==> src/rtl/ts_ctrl_pkg.sv <==
// rtl/ts_ctrl_pkg.sv - state encodings, command opcodes and default widths for the timestamp run controller
package ts_ctrl_pkg;

  typedef enum logic [2:0] {
    ST_IDLE      = 3'd0,
    ST_ARMED     = 3'd1,
    ST_WAIT_TRIG = 3'd2,
    ST_RUNNING   = 3'd3,
    ST_DONE      = 3'd4
  } ts_state_t;

  localparam logic [1:0] OP_ARM   = 2'd0;
  localparam logic [1:0] OP_START = 2'd1;
  localparam logic [1:0] OP_STOP  = 2'd2;
  localparam logic [1:0] OP_ABORT = 2'd3;

  localparam int DEF_DUR_W        = 32;
  localparam int DEF_TS_W         = 64;
  localparam int DEF_TRIG_TIMEOUT = 1000000;

endpackage

==> src/rtl/ts_duration_counter.sv <==
// rtl/ts_duration_counter.sv - load/enable saturating cycle counter with expiry flag
module ts_duration_counter #(
  parameter int W = 32
) (
  input  logic         clk,
  input  logic         reset,
  input  logic         load,
  input  logic         en,
  input  logic [W-1:0] limit,
  output logic         expired
);

  localparam logic [W-1:0] ONE = W'(1);

  logic [W-1:0] count;

  always_ff @(posedge clk) begin
    if (reset || load) begin
      count <= '0;
    end else if (en && (count != '1)) begin
      count <= count + ONE;
    end
  end

  // Flags the last enabled cycle of a limit-length window; limit 0 never expires.
  assign expired = en && (limit != '0) && (count == limit - ONE);

endmodule

==> src/rtl/timestamp_run_controller.sv <==
// rtl/timestamp_run_controller.sv - clear/arm/start/run/stop sequencer for the 64-bit timestamp generator
// Optional WAIT_TRIG timeout enabled by defining TS_RUN_CTRL_TRIG_TIMEOUT_EN.
module timestamp_run_controller
  import ts_ctrl_pkg::*;
#(
  parameter int DUR_W        = DEF_DUR_W,
  parameter int TS_W         = DEF_TS_W,
  parameter int TRIG_TIMEOUT = DEF_TRIG_TIMEOUT
) (
  input  logic             clk,
  input  logic             reset,
  input  logic             cmd_valid,
  output logic             cmd_ready,
  input  logic [1:0]       cmd_op,
  input  logic [DUR_W-1:0] cfg_duration,
  input  logic             cfg_use_trigger,
  input  logic             trigger_in,
  input  logic [TS_W-1:0]  timestamp_in,
  output logic             ts_run,
  output logic             ts_clear,
  output logic [TS_W-1:0]  stop_timestamp,
  output logic             done,
  output logic             cmd_err,
  output logic [2:0]       state_o,
  output logic             timeout_err
);

  ts_state_t        state, nxt_state;
  logic [DUR_W-1:0] dur_q;
  logic             cmd_fire;
  logic             run_expired;
  logic             nxt_clear, nxt_err;

  assign cmd_ready = (state != ST_DONE);
  assign cmd_fire  = cmd_valid && cmd_ready;
  assign state_o   = state;

  ts_duration_counter #(.W(DUR_W)) u_run_cnt (
    .clk     (clk),
    .reset   (reset),
    .load    (state != ST_RUNNING),
    .en      (state == ST_RUNNING),
    .limit   (dur_q),
    .expired (run_expired)
  );

`ifdef TS_RUN_CTRL_TRIG_TIMEOUT_EN
  localparam logic [DUR_W-1:0] TMO_LIMIT = DUR_W'(TRIG_TIMEOUT);

  logic tmo_expired, nxt_tmo, tmo_q;

  ts_duration_counter #(.W(DUR_W)) u_tmo_cnt (
    .clk     (clk),
    .reset   (reset),
    .load    (state != ST_WAIT_TRIG),
    .en      (state == ST_WAIT_TRIG),
    .limit   (TMO_LIMIT),
    .expired (tmo_expired)
  );

  assign timeout_err = tmo_q;
`else
  assign timeout_err = 1'b0;
`endif

  always_comb begin
    nxt_state = state;
    nxt_clear = 1'b0;
    nxt_err   = 1'b0;
`ifdef TS_RUN_CTRL_TRIG_TIMEOUT_EN
    nxt_tmo   = 1'b0;
`endif
    if (cmd_fire && (cmd_op == OP_ABORT)) begin
      nxt_state = ST_IDLE;
    end else begin
      case (state)
        ST_IDLE: begin
          if (cmd_fire) begin
            if (cmd_op == OP_ARM) begin
              nxt_state = ST_ARMED;
              nxt_clear = 1'b1;
            end else begin
              nxt_err = 1'b1;
            end
          end
        end
        ST_ARMED: begin
          if (cmd_fire) begin
            case (cmd_op)
              OP_ARM:   nxt_clear = 1'b1;
              OP_START: nxt_state = cfg_use_trigger ? ST_WAIT_TRIG : ST_RUNNING;
              default:  nxt_err   = 1'b1;
            endcase
          end
        end
        ST_WAIT_TRIG: begin
          nxt_err = cmd_fire;
          // A STOP here is rejected and also holds off a coincident trigger.
          if (!(cmd_fire && (cmd_op == OP_STOP))) begin
            if (trigger_in) begin
              nxt_state = ST_RUNNING;
`ifdef TS_RUN_CTRL_TRIG_TIMEOUT_EN
            end else if (tmo_expired) begin
              nxt_state = ST_IDLE;
              nxt_tmo   = 1'b1;
`endif
            end
          end
        end
        ST_RUNNING: begin
          if (cmd_fire && (cmd_op == OP_STOP)) begin
            nxt_state = ST_DONE;
          end else begin
            nxt_err = cmd_fire;
            if (run_expired) begin
              nxt_state = ST_DONE;
            end
          end
        end
        ST_DONE: nxt_state = ST_IDLE;
        default: nxt_state = ST_IDLE;
      endcase
    end
  end

  always_ff @(posedge clk) begin
    if (reset) begin
      state          <= ST_IDLE;
      ts_run         <= 1'b0;
      ts_clear       <= 1'b0;
      done           <= 1'b0;
      cmd_err        <= 1'b0;
      stop_timestamp <= '0;
      dur_q          <= '0;
`ifdef TS_RUN_CTRL_TRIG_TIMEOUT_EN
      tmo_q          <= 1'b0;
`endif
    end else begin
      state    <= nxt_state;
      ts_run   <= (nxt_state == ST_RUNNING);
      ts_clear <= nxt_clear;
      cmd_err  <= nxt_err;
      // Generator lags ts_run by one cycle, so its value in DONE is the final count.
      done     <= (state == ST_DONE);
      if (state == ST_DONE) begin
        stop_timestamp <= timestamp_in;
      end
      if ((state == ST_ARMED) && cmd_fire && (cmd_op == OP_START)) begin
        dur_q <= cfg_duration;
      end
`ifdef TS_RUN_CTRL_TRIG_TIMEOUT_EN
      tmo_q <= nxt_tmo;
`endif
    end
  end

endmodule

==> config.mk <==
export PLATFORM = sky130hd
export DESIGN_NAME = timestamp_run_controller
export DESIGN_NICKNAME = d
export VERILOG_FILES = /design/src/rtl/ts_ctrl_pkg.sv /design/src/rtl/ts_duration_counter.sv /design/src/rtl/timestamp_run_controller.sv
export SDC_FILE = /design/constraint.sdc
export NUM_CORES = 1
export LEC_CHECK = 0
export BUFFER_PORTS_ARGS = -buffer_cell sky130_fd_sc_hd__buf_2
export CORE_MARGIN = 2
export CORE_UTILIZATION = 53
export DETAILED_ROUTE_END_ITERATION = 8
export PLACE_DENSITY = 0.87
export SLEW_MARGIN = 10
export SYNTH_ARGS = -nofsm -noshare
export SYNTH_HDL_FRONTEND = slang
export SYNTH_SLANG_ARGS = --single-unit
==> constraint.sdc <==
create_clock -name clk -period 3.36 [get_ports clk]
set_input_delay 0.504 -clock clk [delete_from_list [all_inputs] [get_ports clk]]
set_output_delay 0.504 -clock clk [all_outputs]
set_load 0.1 [all_outputs]
==> key figures, run 1 <==
Final layout
  – Nets: 1,079
  – Synth-to-layout area growth: 23.1%
  – Final cell count without fillers: between 1,000 and 1,500
  – Share of post-route cells with drive strength above 1: 24.5%
  – # diodes: 0
  – Finished Cell Area: about 8000 um^2

Min path
  – Hold depth: 3
  – Hold EP: stop_timestamp[40]
  – Hold wc startpoint: timestamp_in[40]
  – Min-Delay Path Class: in2reg

Floorplan
  – Die H: around 110 um
  – Placement row count: 40
  – IO Count: between 150 and 200
  – Die Span X: 115 um
  – Core box area: 12,000 um^2
  – Die Area: roughly 13,000 um^2
  – Starting Density: a little over half

STA
  – Max Freq: about 0.35 GHz
  – Minimum clock period: roughly 2800 ps
  – Fin Hold WS: 320 ps
  – Final hold vios: 0
  – Fin crit share: approximately 84%
  – Slew margin rel.: a little under a quarter
  – Worst slew pin tran: approximately 1200 ps
  – Setup_tns: 0 ps
  – # setup viols final: 0
  – Skew final: 5.34 ps
  – Final Max Tran Viols: 0
  – RSZ-0062 raised after global routing: no

Setup path
  – Worst r2r src: dur_q[0]
  – Critical Path Sink Type: flop
  – Critical path, cell by cell: inv_1 > ha_1 > nor3b_2 > nand2_1 > a2111oi_0 > o2111ai_1 > nor4_4 > and4_4 > o22ai_1
  – Crit Path Max Fanout: 8
  – CP top delay family: simple AND/OR/NAND/NOR gates
  – Crit path kind: reg2reg
  – R2r endpoint: state_o[0]
  – Data arrival, critical path: ~3100 ps
  – Reg2reg setup slack: approximately 530 ps
  – Slowest stage delay, CP: just over 500 ps
  – Crit path max-delay cell type: nor3b_2
  – Buf+Inv Stages, Crit Path: 1
  – Worst EP required: approximately 3700 ps
  – Startpoint types: flop
  – FF-to-FF path depth: 9

Logic synthesis
  – Mapped cell area: 6470 um^2
  – Yosys warns: 0
  – Average size of a mapped cell: around 8 um^2
  – Post-Synthesis Cells: 825
  – Sequential fraction of the synthesis area: 41.8%
  – Yosys reg bits: 135
  – Netlist cell types: 66
  – Main synth FF type: dfxtp_1
  – Syn nets: a little over 900
  – Post-synth EDFFs: 0
  – Async SR Flop Fraction: 0%

Route
  – DRC viols: 0
  – Routed WL: between 15,000 and 20,000 um
  – Detailed Route Iter0 Violations: a little under 600
  – Antenna-violating nets left: 0
  – Vias per cell: roughly 5.7
  – Avg WL per Cell: 16.5 um
  – Via count: approximately 6,500
  – DRT Pass-1 Iters: 5

Global route
  – Vias in the first global route: around 6,300
  – GRT Overall Usage: between 20 and 30%
  – Initial antenna violation count: 0
  – Largest net degree at the start of global routing: 95
  – Global-route wire length before repair: 30,000 um
  – Grt ovf: 0

Placement
  – I/O Buffers: between 150 and 200
  – Placed Instance Area: about 7400 um^2
  – GPL Wtd Cong: 0.930
  – Final HPWL DP: around 13,000 um
  – Post-Place Cells: between 1,000 and 1,500

Clocking
  – Clock-pin slew on the worst setup and hold paths: around 60 ps
  – Total CTS buffers: 17
  – Clock Sinks: approximately 140
  – Root buffer cell: clkbuf_16
  – Gates resized, CTS repair: 0
  – CTS tree: built
  – Setup Buffers After CTS: 0
  – Post-CTS Hold Buffers: 0
  – Clk_lat worst skew: ~420 ps
  – H-tree depth: 4
  – Clk buf depth: 2

Outcome
  – Outcome: complete, no violations

Power and ir drop
  – Pwr Density: 458 nW/um^2
  – VDD IR max: approximately 430 uV
  – Lkg Pwr: approximately 3.2 nW

Run
  – Max Cap Viol: 0
==> worst reg2reg max path: stages (launching register included) <==
cell       delay (ps)
dfxtp_1           380
inv_1              90
ha_1              240
nor3b_2           520
nand2_1            90
a2111oi_0         470
o2111ai_1         250
nor4_4            300
and4_4            290
o22ai_1            80
==> registers in the layout (all words and copies together), names as in the netlist <==
register / count
ts_run: 1
dur_q: 32
cmd_err: 1
done: 1
state_o: 3
stop_timestamp: 64
u_run_cnt.count: 32
ts_clear: 1
==> cell usage in the layout (no fill, tap or decap), drive strengths merged, types with 4 or more instances in the layout <==
master and count:
nor2 46, inv 12, nand3 17, xnor2 42, and3 5, and4 9, or4 7, nor4 16
a311oi 4, a21oi 112, dfxtp 135, xor2 21, nor3 24, nand4 17, or3 15, clkbuf 24
o21ai 10, nor2b 6, buf 182, nand2b 6, nand2 219
==> cell usage after synthesis, types with 4 or more instances <==
cell type	count	share of area, %
o21ai_0	9	0.70
dfxtp_1	135	42
or4_1	4	0.46
xnor2_1	42	5.7
and3_1	4	0.39
a21oi_1	112	8.7
nor2b_1	6	0.58
nand2_1	219	13
nand3_1	17	1.3
nor4_4	4	1.3
nor4_1	9	0.87
or3_1	13	1.3
a311oi_1	4	0.54
and4_1	8	1.1
inv_1	12	0.70
nand2b_1	6	0.58
clkbuf_1	44	2.6
xor2_1	21	2.8
nand4_1	16	1.5
nor2_1	46	2.7
nor3_1	24	1.9
==> metal layers <==
layer,part of all wire [%],global-route usage [%],vias up
met5,0,0,-
met4,3.5,12.5,0
met3,8.2,9.32,51
met2,50,50.1,251
met1,38,32.3,3020
li1,-,-,3132
==> metrics by stage <==
stage / setup WS [ps] / total power [mW] / utilization [%]
finish: 530 / 3.65 / 66.6
global route: 314 / 3.75 / 66.6
CTS: 586 / 3.65 / 66.6
global placement: 733 / 1.88 / 61.7
detailed placement: 641 / 1.88 / 61.7
floorplan: 220 / 1.79 / -
==> cell families (layout without fill, tap and decap cells) <==
group,after synthesis,in the layout,share of synthesized area [%]
buffers and inverters,64,225,3.94
multiplexers,3,3,0.483
flip-flops,135,135,41.8
other,1,1,0.0579
adder cells (fa/ha/maj),2,2,0.387
XOR/XNOR,64,64,8.87
AND/OR/NAND/NOR,401,401,30.3
AO/OA/AOI/OAI,155,155,14.2
==> area by class of cell <==
class	instances	area, um^2
fillers	896	4000
multi-input cells	626	3520
flip-flops and latches	135	2700
repair buffers	182	933
clock buffers	24	512
well taps	147	184
clock inverters	7	67.6
inverters	12	45.0
==> power breakdown <==
| group | leakage (nW) | switching [mW] | internal, mW |
|---|---|---|---|
| Combinational | 1.79 | 0.135 | 0.101 |
| Sequential | 1.09 | 0.0102 | 1.61 |
| Clock | 0.280 | 0.666 | 1.13 |
| Total | 3.16 | 0.811 | 2.83 |
==> worst max-delay path by stage <==
| stage | startpoint | endpoint | slack (ps) | depth (start not counted) |
|---|---|---|---|---|
| 4_1_cts | dur_q[0] | state_o[0] | 590 | 9 |
| 3_5_place_dp | dur_q[0] | state_o[0] | 640 | 9 |
| 2_1_floorplan | state_o[1] | cmd_ready | 220 | 5 |
| 5_1_grt | dur_q[0] | ts_run | 310 | 9 |
| 6_report | dur_q[0] | state_o[0] | 530 | 9 |
| 3_3_place_gp | dur_q[0] | ts_run | 730 | 9 |
(Power assumes the default switching activity.)
==> run 2, diff against run 1 <==
- clock period: 3.36 -> 2.7 ns (I/O delays scaled with it)
==> run 2 against run 1 <==
Effect of this change:
- core utilization grew 1.5 points
- register-to-register slack got worse by 420 ps
- worst hold slack got worse by 110 ps
- combinational power up 31%
- first-iteration DRC count shrank 19%
- global-route usage decreased by 0.27 points
- final area grew 2.2%
- clock skew rose by 3.7 ps
- critical path depth up 1
- sequential power increased by 24%
- sequential share of layout area decreased by 0.68 points
- setup slack got worse by 420 ps
- largest power group unchanged
==> key figures, run 2 (same netlist as run 1, synthesis figures left out) <==
Setup path
  – Buf+Inv Stages, Crit Path: 2 (+1)
  – Slowest stage delay, CP: 450 ps (-60 ps)
  – Critical path, cell by cell: inv_1 > ha_1 > or3b_1 > buf_4 > nor2_1 > and3_2 > or3_2 > a2111oi_4 > and4_4 > o22ai_1
  – Crit path kind: reg2reg
  – Startpoint types: flop
  – Worst r2r src: dur_q[0]
  – Data arrival, critical path: 2880 ps (-250 ps)
  – FF-to-FF path depth: 10 (+1)
  – Critical path depth: 10 (+1)
  – Worst EP required: 2990 ps (-670 ps)
  – Crit Path Max Fanout: 6 (-2)
  – Crit. Startpoint: dur_q[0]
  – Crit path max-delay cell type: or3_2
  – Critical Path Sink Type: flop
  – CP top delay family: simple AND/OR/NAND/NOR gates

Final layout
  – Finished Cell Area: 8140 um^2 (+2.2%)
  – Commonest non-fill, non-tap cell in the layout: nand2_1
  – Filler cell count: 983 (+9.7%)
  – Nets: 1,098 (+1.8%)
  – Max reg flops: 64 (unchanged)
  – # diodes: 0 (unchanged)
  – Commonest cells after routing, fill and taps aside: 219 x nand2_1, 172 x buf_2, 131 x dfxtp_1, 112 x a21oi_1, 46 x nor2_1
  – Largest reg by FF count: stop_timestamp
  – Synth-to-layout area growth: 25.8%
  – Share of post-route cells with drive strength above 1: 26.4% (+1.9 points)
  – Largest registers: stop_timestamp x64, dur_q x32, u_run_cnt.count x32

Power and ir drop
  – VDD IR max: 518 uV (+19%)
  – Pwr Density: 560 nW/um^2 (+22%)
  – Lkg Pwr: 3.27 nW (+3.6%)

Floorplan
  – Placement row count: 40 (unchanged)
  – IO Count: 176 (unchanged)
  – Die Span X: 115 um (unchanged)
  – Die Area: 13,100 um^2 (unchanged)
  – Die H: 115 um (unchanged)
  – Core box area: 12,000 um^2 (unchanged)
  – Starting Density: 54.1% (unchanged)

STA
  – Worst slew pin tran: 1050 ps (-108 ps)
  – Fin crit share: 95.9% (+12 points)
  – Final hold vios: 0 (unchanged)
  – Skew final: 9.05 ps (+3.71 ps)
  – Slew margin rel.: 30.2% (+7.2 points)
  – Final Max Tran Viols: 0 (unchanged)
  – RSZ-0062 raised after global routing: no
  – Max Freq: 0.386 GHz (+9.3%)
  – # setup viols final: 0 (unchanged)
  – Setup_tns: 0 ps (unchanged)
  – Minimum clock period: 2590 ps (-241 ps)

Route
  – Vias per cell: 5.64 (-1.0%)
  – Avg WL per Cell: 16.2 um (-1.9%)
  – DRC viols: 0 (unchanged)
  – Antenna-violating nets left: 0 (unchanged)
  – DRT Pass-1 Iters: 6 (+1)
  – Detailed Route Iter0 Violations: 482 (-19%)
  – Routed WL: 18,700 um (-0.16%)
  – Via count: 6,502 (+0.74%)

Placement
  – GPL Wtd Cong: 0.915 (-1.6%)
  – I/O Buffers: 174 (unchanged)
  – Placed Instance Area: 7530 um^2 (+2.0%)
  – Final HPWL DP: 13,300 um (about the same)

Global route
  – Grt ovf: 0 (unchanged)
  – Global-route wire length before repair: 29,600 um (-1.2%)
  – Initial antenna violation count: 0 (unchanged)
  – Vias in the first global route: 6,278 (-1.0%)
  – GRT Overall Usage: 28.6% (-0.27 points)
  – Largest net degree at the start of global routing: 65 (-32%)

Min path
  – Min-Delay Path Class: in2reg
  – Hold wc startpoint: cfg_duration[1]
  – Hold depth: 3 (unchanged)

Clocking
  – Clock Sinks: 135 (unchanged)
  – H-tree depth: 4 (unchanged)
  – Clock-pin slew on the worst setup and hold paths: 60 ps (about the same)
  – Clk buf depth: 2 (unchanged)
  – Root buffer cell: clkbuf_16
  – CTS tree: built
  – Total CTS buffers: 17 (unchanged)
  – Clk_lat worst skew: 420 ps (about the same)

Run
  – Max Cap Viol: 0 (unchanged)

Outcome
  – Outcome: complete, no violations
run 2: cell types whose count changed in the layout (fill, tap and decap cells not counted), sizes merged:
| cell | before | now |
|---|---|---|
| inv | 12 | 17 |
| clkinvlp | 3 | 2 |
| buf | 182 | 201 |
| clkbuf | 24 | 21 |
run 2: worst reg2reg max path, cell delays in order, from the launching register on:
cell       delay (ps)
dfxtp_2           380
inv_1              60
ha_1              220
or3b_1            190
buf_4             120
nor2_1             50
and3_2            210
or3_2             450
a2111oi_4         390
and4_4            310
o22ai_1            80
run 2: area by class of cell:
class                      instances  area [um^2]  share of cell area (%)
clock buffer                      21          460                    5.65
tap                              147          184                    2.26
clock inverter                    11          114                    1.40
inverter                          12         45.0                   0.553
timing repair buffer             201         1090                    13.4
multi-input combinational        626         3540                    43.5
sequential                       135         2710                    33.3
run 2: worst paths after layout:
check / to / slack, ps
min reg2reg: stop_timestamp[2] / 450
max: state_o[0] / 110
max reg2reg: state_o[0] / 110
min: dur_q[1] / 210
run 2: where the power goes:
group | internal, mW | leakage, nW | switching, mW
clock network | 1.33 | 0.277 | 0.908
registers | 2.00 | 1.09 | 0.0112
logic | 0.137 | 1.90 | 0.171
run 2: through the flow:
stage | power (mW) | instances | worst slack [ps] | hold WS [ps] | utilization, %
3_3_place_gp | 2.35 | 1119 | 135 | 438 | 63.0
5_1_grt | 4.70 | 1153 | 0.605 | 207 | 68.1
3_5_place_dp | 2.35 | 1119 | 30.1 | 443 | 63.0
4_1_cts | 4.58 | 1151 | 9.32 | 205 | 67.8
2_1_floorplan | 2.23 | 825 | 59.4 | 456 | -
6_report | 4.56 | 1153 | 111 | 214 | 68.1
run 2: timing repair:
item	in CTS	in global routing
buffers inserted	0	2
hold buffers	0	0
setup endpoints to repair	0	4
resized for setup	0	5
run 2: layer usage:
metal | share of wire (%) | up-vias | track usage [%]
met5 | 0 | - | 0
met4 | 3.3 | 0 | 12.6
met3 | 8.3 | 44 | 9.32
met2 | 50 | 262 | 48.8
met1 | 39 | 3028 | 32.6
li1 | - | 3168 | -
==> run 3, diff against run 2 <==
- CORE_UTILIZATION: 53 -> 52
- PLACE_DENSITY: 0.87 -> 0.86
- SYNTH_HIERARCHICAL: not set -> 1
==> run 3 against run 2 <==
Effect of this change:
- the flow now finishes with violations (negative setup slack)
- routed wire length fell by 1.8%
- clock skew fell by 0.78 ps
- count of clock-buffer cells in the layout fell by 3
- setup slack got worse by 470 ps
- first-iteration DRC count fell by 7.1%
- flip-flop and latch count did not move
- sequential share of layout area fell by 0.44 points
- global-route usage fell by 0.51 points
- non-clock buffer count rose by 41
- synthesized cell count fell by 4.2%
- via count fell by 1.1%
==> key figures, run 3 <==
Clocking
  – Clk buf depth: 2 (unchanged)
  – Post-CTS Hold Buffers: 0 (unchanged)
  – CTS tree: built
  – Root buffer cell: clkbuf_16
  – Total CTS buffers: 17 (unchanged)
  – H-tree depth: 4 (unchanged)
  – Clk_lat worst skew: 410 ps (about the same)
  – Clock-pin slew on the worst setup and hold paths: 60 ps (about the same)
  – Clock Sinks: 135 (unchanged)

Placement
  – I/O Buffers: 174 (unchanged)
  – Final HPWL DP: 12,400 um (-6.9%)
  – Post-Place Cells: 1,128 (+0.80%)
  – GPL Wtd Cong: 0.864 (-5.5%)

Setup path
  – FF-to-FF path depth: 12 (+2)
  – Crit path max-delay cell type: or4_4
  – Crit path kind: reg2reg
  – Crit Path Max Fanout: 5 (-1)
  – Reg2reg setup slack: -360 ps (-470 ps)
  – Worst EP required: 2960 ps (-30 ps)
  – Startpoint types: flop
  – Crit. Startpoint: dur_q[11]
  – Critical Path Sink Type: flop
  – Data arrival, critical path: 3310 ps (+430 ps)
  – Critical path, cell by cell: or4_4 > or4_4 > buf_6 > nor3_4 > buf_6 > xor2_1 > o31ai_2 > o22ai_2 > nor4_4 > a31oi_2 > nand3_2 > a31oi_1
  – Slowest stage delay, CP: 560 ps (+110 ps)
  – R2r endpoint: state_o[1]
  – Worst r2r src: dur_q[11]

STA
  – Final Max Tran Viols: 0 (unchanged)
  – Max Freq: 0.327 GHz (-15%)
  – Setup_tns: -1240 ps (-1240 ps)
  – Minimum clock period: 3060 ps (+466 ps)
  – # setup viols final: 4 (+4)
  – Fin crit share: 113% (+17 points)
  – Worst slew pin tran: 953 ps (-93.8 ps)
  – Final WS setup: -355 ps (-466 ps)
  – Skew final: 8.26 ps (-0.785 ps)
  – Slew margin rel.: 36.3% (+6.1 points)
  – Final hold vios: 0 (unchanged)
  – RSZ-0062 raised after global routing: yes

Logic synthesis
  – Async SR Flop Fraction: 0% (unchanged)
  – Most frequent cells after synthesis: 210 x nand2_1, 135 x dfxtp_1, 106 x a21oi_1, 48 x nor2_1, 36 x xnor2_1
  – Netlist cell types: 55 (-17%)
  – Syn nets: 895 (-3.8%)
  – Post-synth EDFFs: 0 (unchanged)
  – Synth top area share: 43.2% (+1.5 points)
  – Sequential fraction of the synthesis area: 43.2% (+1.5 points)
  – Main synth FF type: dfxtp_1
  – Mapped cell area: 6250 um^2 (-3.4%)
  – Yosys reg bits: 135 (unchanged)
  – Average size of a mapped cell: 7.92 um^2 (+0.92%)
  – Count leader, synth: nand2_1
  – Synth area leaders: dfxtp_1 43%, nand2_1 13%, a21oi_1 8.5%
  – Post-Synthesis Cells: 790 (-4.2%)
  – Area leader, netlist: dfxtp_1
  – Yosys warns: 6 (+6)

Power and ir drop
  – VDD IR max: 403 uV (-22%)
  – Switching share of power: 24.4% (+0.54 points)
  – Logic pwr share: 7.0% (+0.3 points)
  – Lkg Pwr: 3.43 nW (+4.9%)
  – Flop pwr share: 45.0% (+0.9 points)
  – Sw Pwr: 1.09 mW (-0.22%)
  – Clock network power share: 48.1% (-1.1 points)
  – Pwr Density: 540 nW/um^2 (-3.7%)
  – Internal power: 3.36 mW (-3.1%)

Global route
  – Initial antenna violation count: 2 (+2)
  – GRT Overall Usage: 28.1% (-0.51 points)
  – Largest net degree at the start of global routing: 65 (unchanged)
  – Grt ovf: 0 (unchanged)
  – Global-route wire length before repair: 29,100 um (-1.6%)
  – Vias in the first global route: 6,256 (-0.35%)

Floorplan
  – Placement row count: 40 (unchanged)
  – IO Count: 176 (unchanged)
  – Die Span X: 114 um (-0.73%)
  – Starting Density: 52.7% (-1.4 points)
  – Core box area: 11,900 um^2 (-0.84%)
  – Die Area: 12,900 um^2 (-1.5%)
  – Die H: 114 um (-0.73%)

Min path
  – Hold EP: stop_timestamp[42]
  – Min-Delay Path Class: in2reg
  – Hold depth: 3 (unchanged)
  – Hold wc startpoint: timestamp_in[42]

Route
  – Avg WL per Cell: 15.7 um (-2.8%)
  – Via count: 6,432 (-1.1%)
  – Vias per cell: 5.53 (-2.0%)
  – Top sig layer: met4
  – DRT met1 WL: 7050 um (-2.0%)
  – Met2 routed WL: 9060 um (-2.6%)
  – Antenna-violating nets left: 0 (unchanged)
  – DRT Pass-1 Iters: 5 (-1)
  – DRC viols: 0 (unchanged)
  – Detailed Route Iter0 Violations: 448 (-7.1%)
  – Met3 Wirelength: 1390 um (-9.6%)
  – Routed WL: 18,300 um (-1.8%)

Final layout
  – Largest registers: stop_timestamp x64, dur_q x32, u_run_cnt/count x32
  – Final cell count without fillers: 1,164 (+0.95%)
  – Commonest non-fill, non-tap cell in the layout: nand2_1
  – Max reg flops: 64 (unchanged)
  – Synth-to-layout area growth: 31.9%
  – Largest reg by FF count: stop_timestamp
  – Nets: 1,107 (+0.82%)
  – Commonest cells after routing, fill and taps aside: 210 x nand2_1, 173 x buf_2, 132 x dfxtp_1, 106 x a21oi_1, 66 x buf_4
  – Fin util: 69.5% (+1.5 points)
  – Share of post-route cells with drive strength above 1: 30.1% (+3.7 points)

Outcome
  – Failing checks: negative setup slack
  – Outcome: finished with violations

Run
  – Max Cap Viol: 0 (unchanged)
-- run 3: what timing repair did --
item | 4_1_cts | 5_1_grt
pin swaps | 6 | 3
resized for setup | 9 | 10
endpoints found under the setup margin | 4 | 23
setup buffers | 2 | 0
-- run 3: cell families after synthesis --
| family | share of synthesized area (%) |
|---|---|
| adders and majority gates | 0.400 |
| AOI/OAI and AO/OA | 12.3 |
| buffers and inverters | 4.76 |
| other | 0.0600 |
| and+or+nand+nor | 28.5 |
| xor gates and xnor gates | 9.80 |
| muxes | 0.960 |
| DFF | 43.2 |
-- run 3: stage by stage --
step	area, um^2	hold WS (ps)	power [mW]	setup WS (ps)
after floorplan	6270	449	2.19	-227
after global placement	7570	439	2.32	-343
after detailed placement	7570	443	2.32	-425
after CTS	8190	215	4.45	-379
after global routing	8250	210	4.59	-435
final	8250	223	4.45	-355
-- run 3: how the worst max path moves through the flow --
stage                  to  slack [ps]
2_1_floorplan  state_o[1]        -230
4_1_cts        state_o[1]        -380
6_report       state_o[1]        -360
3_5_place_dp   state_o[1]        -420
5_1_grt        state_o[1]        -440
3_3_place_gp   state_o[1]        -340
-- run 3: cell type report --
cell class | count | area [um^2]
flip-flops and latches | 135 | 2710
inverters | 10 | 37.5
repair buffers | 242 | 1400
clock buffers | 18 | 439
well taps | 147 | 184
clock inverters | 14 | 116
fillers | 842 | 3610
multi-input cells | 596 | 3360
diodes | 2 | 5.00
-- run 3: layer usage --
layer / up-vias / GRT usage, %
li1: 3096 / -
met1: 2996 / 31.5
met2: 280 / 48.5
met3: 60 / 8.24
met4: 0 / 14.4
met5: - / 0
-- run 3: power by group through the flow --
stage               clock [mW]  sequential, mW  combinational, mW
finish                    2.14            2.00              0.310
global route              2.26            2.00              0.330
CTS                       2.15            2.00              0.296
detailed placement           0            2.04              0.280
global placement             0            2.04              0.276
floorplan                    0            2.06              0.129
-- run 3: worst max-delay path: cells and delay by family, from the launching register on --
family                 cells  cell delay, ps
AND/OR/NAND/NOR            5            1660
XOR/XNOR                   1              90
buffers and inverters      2             290
flip-flops                 1             320
AO/OA/AOI/OAI              4             550
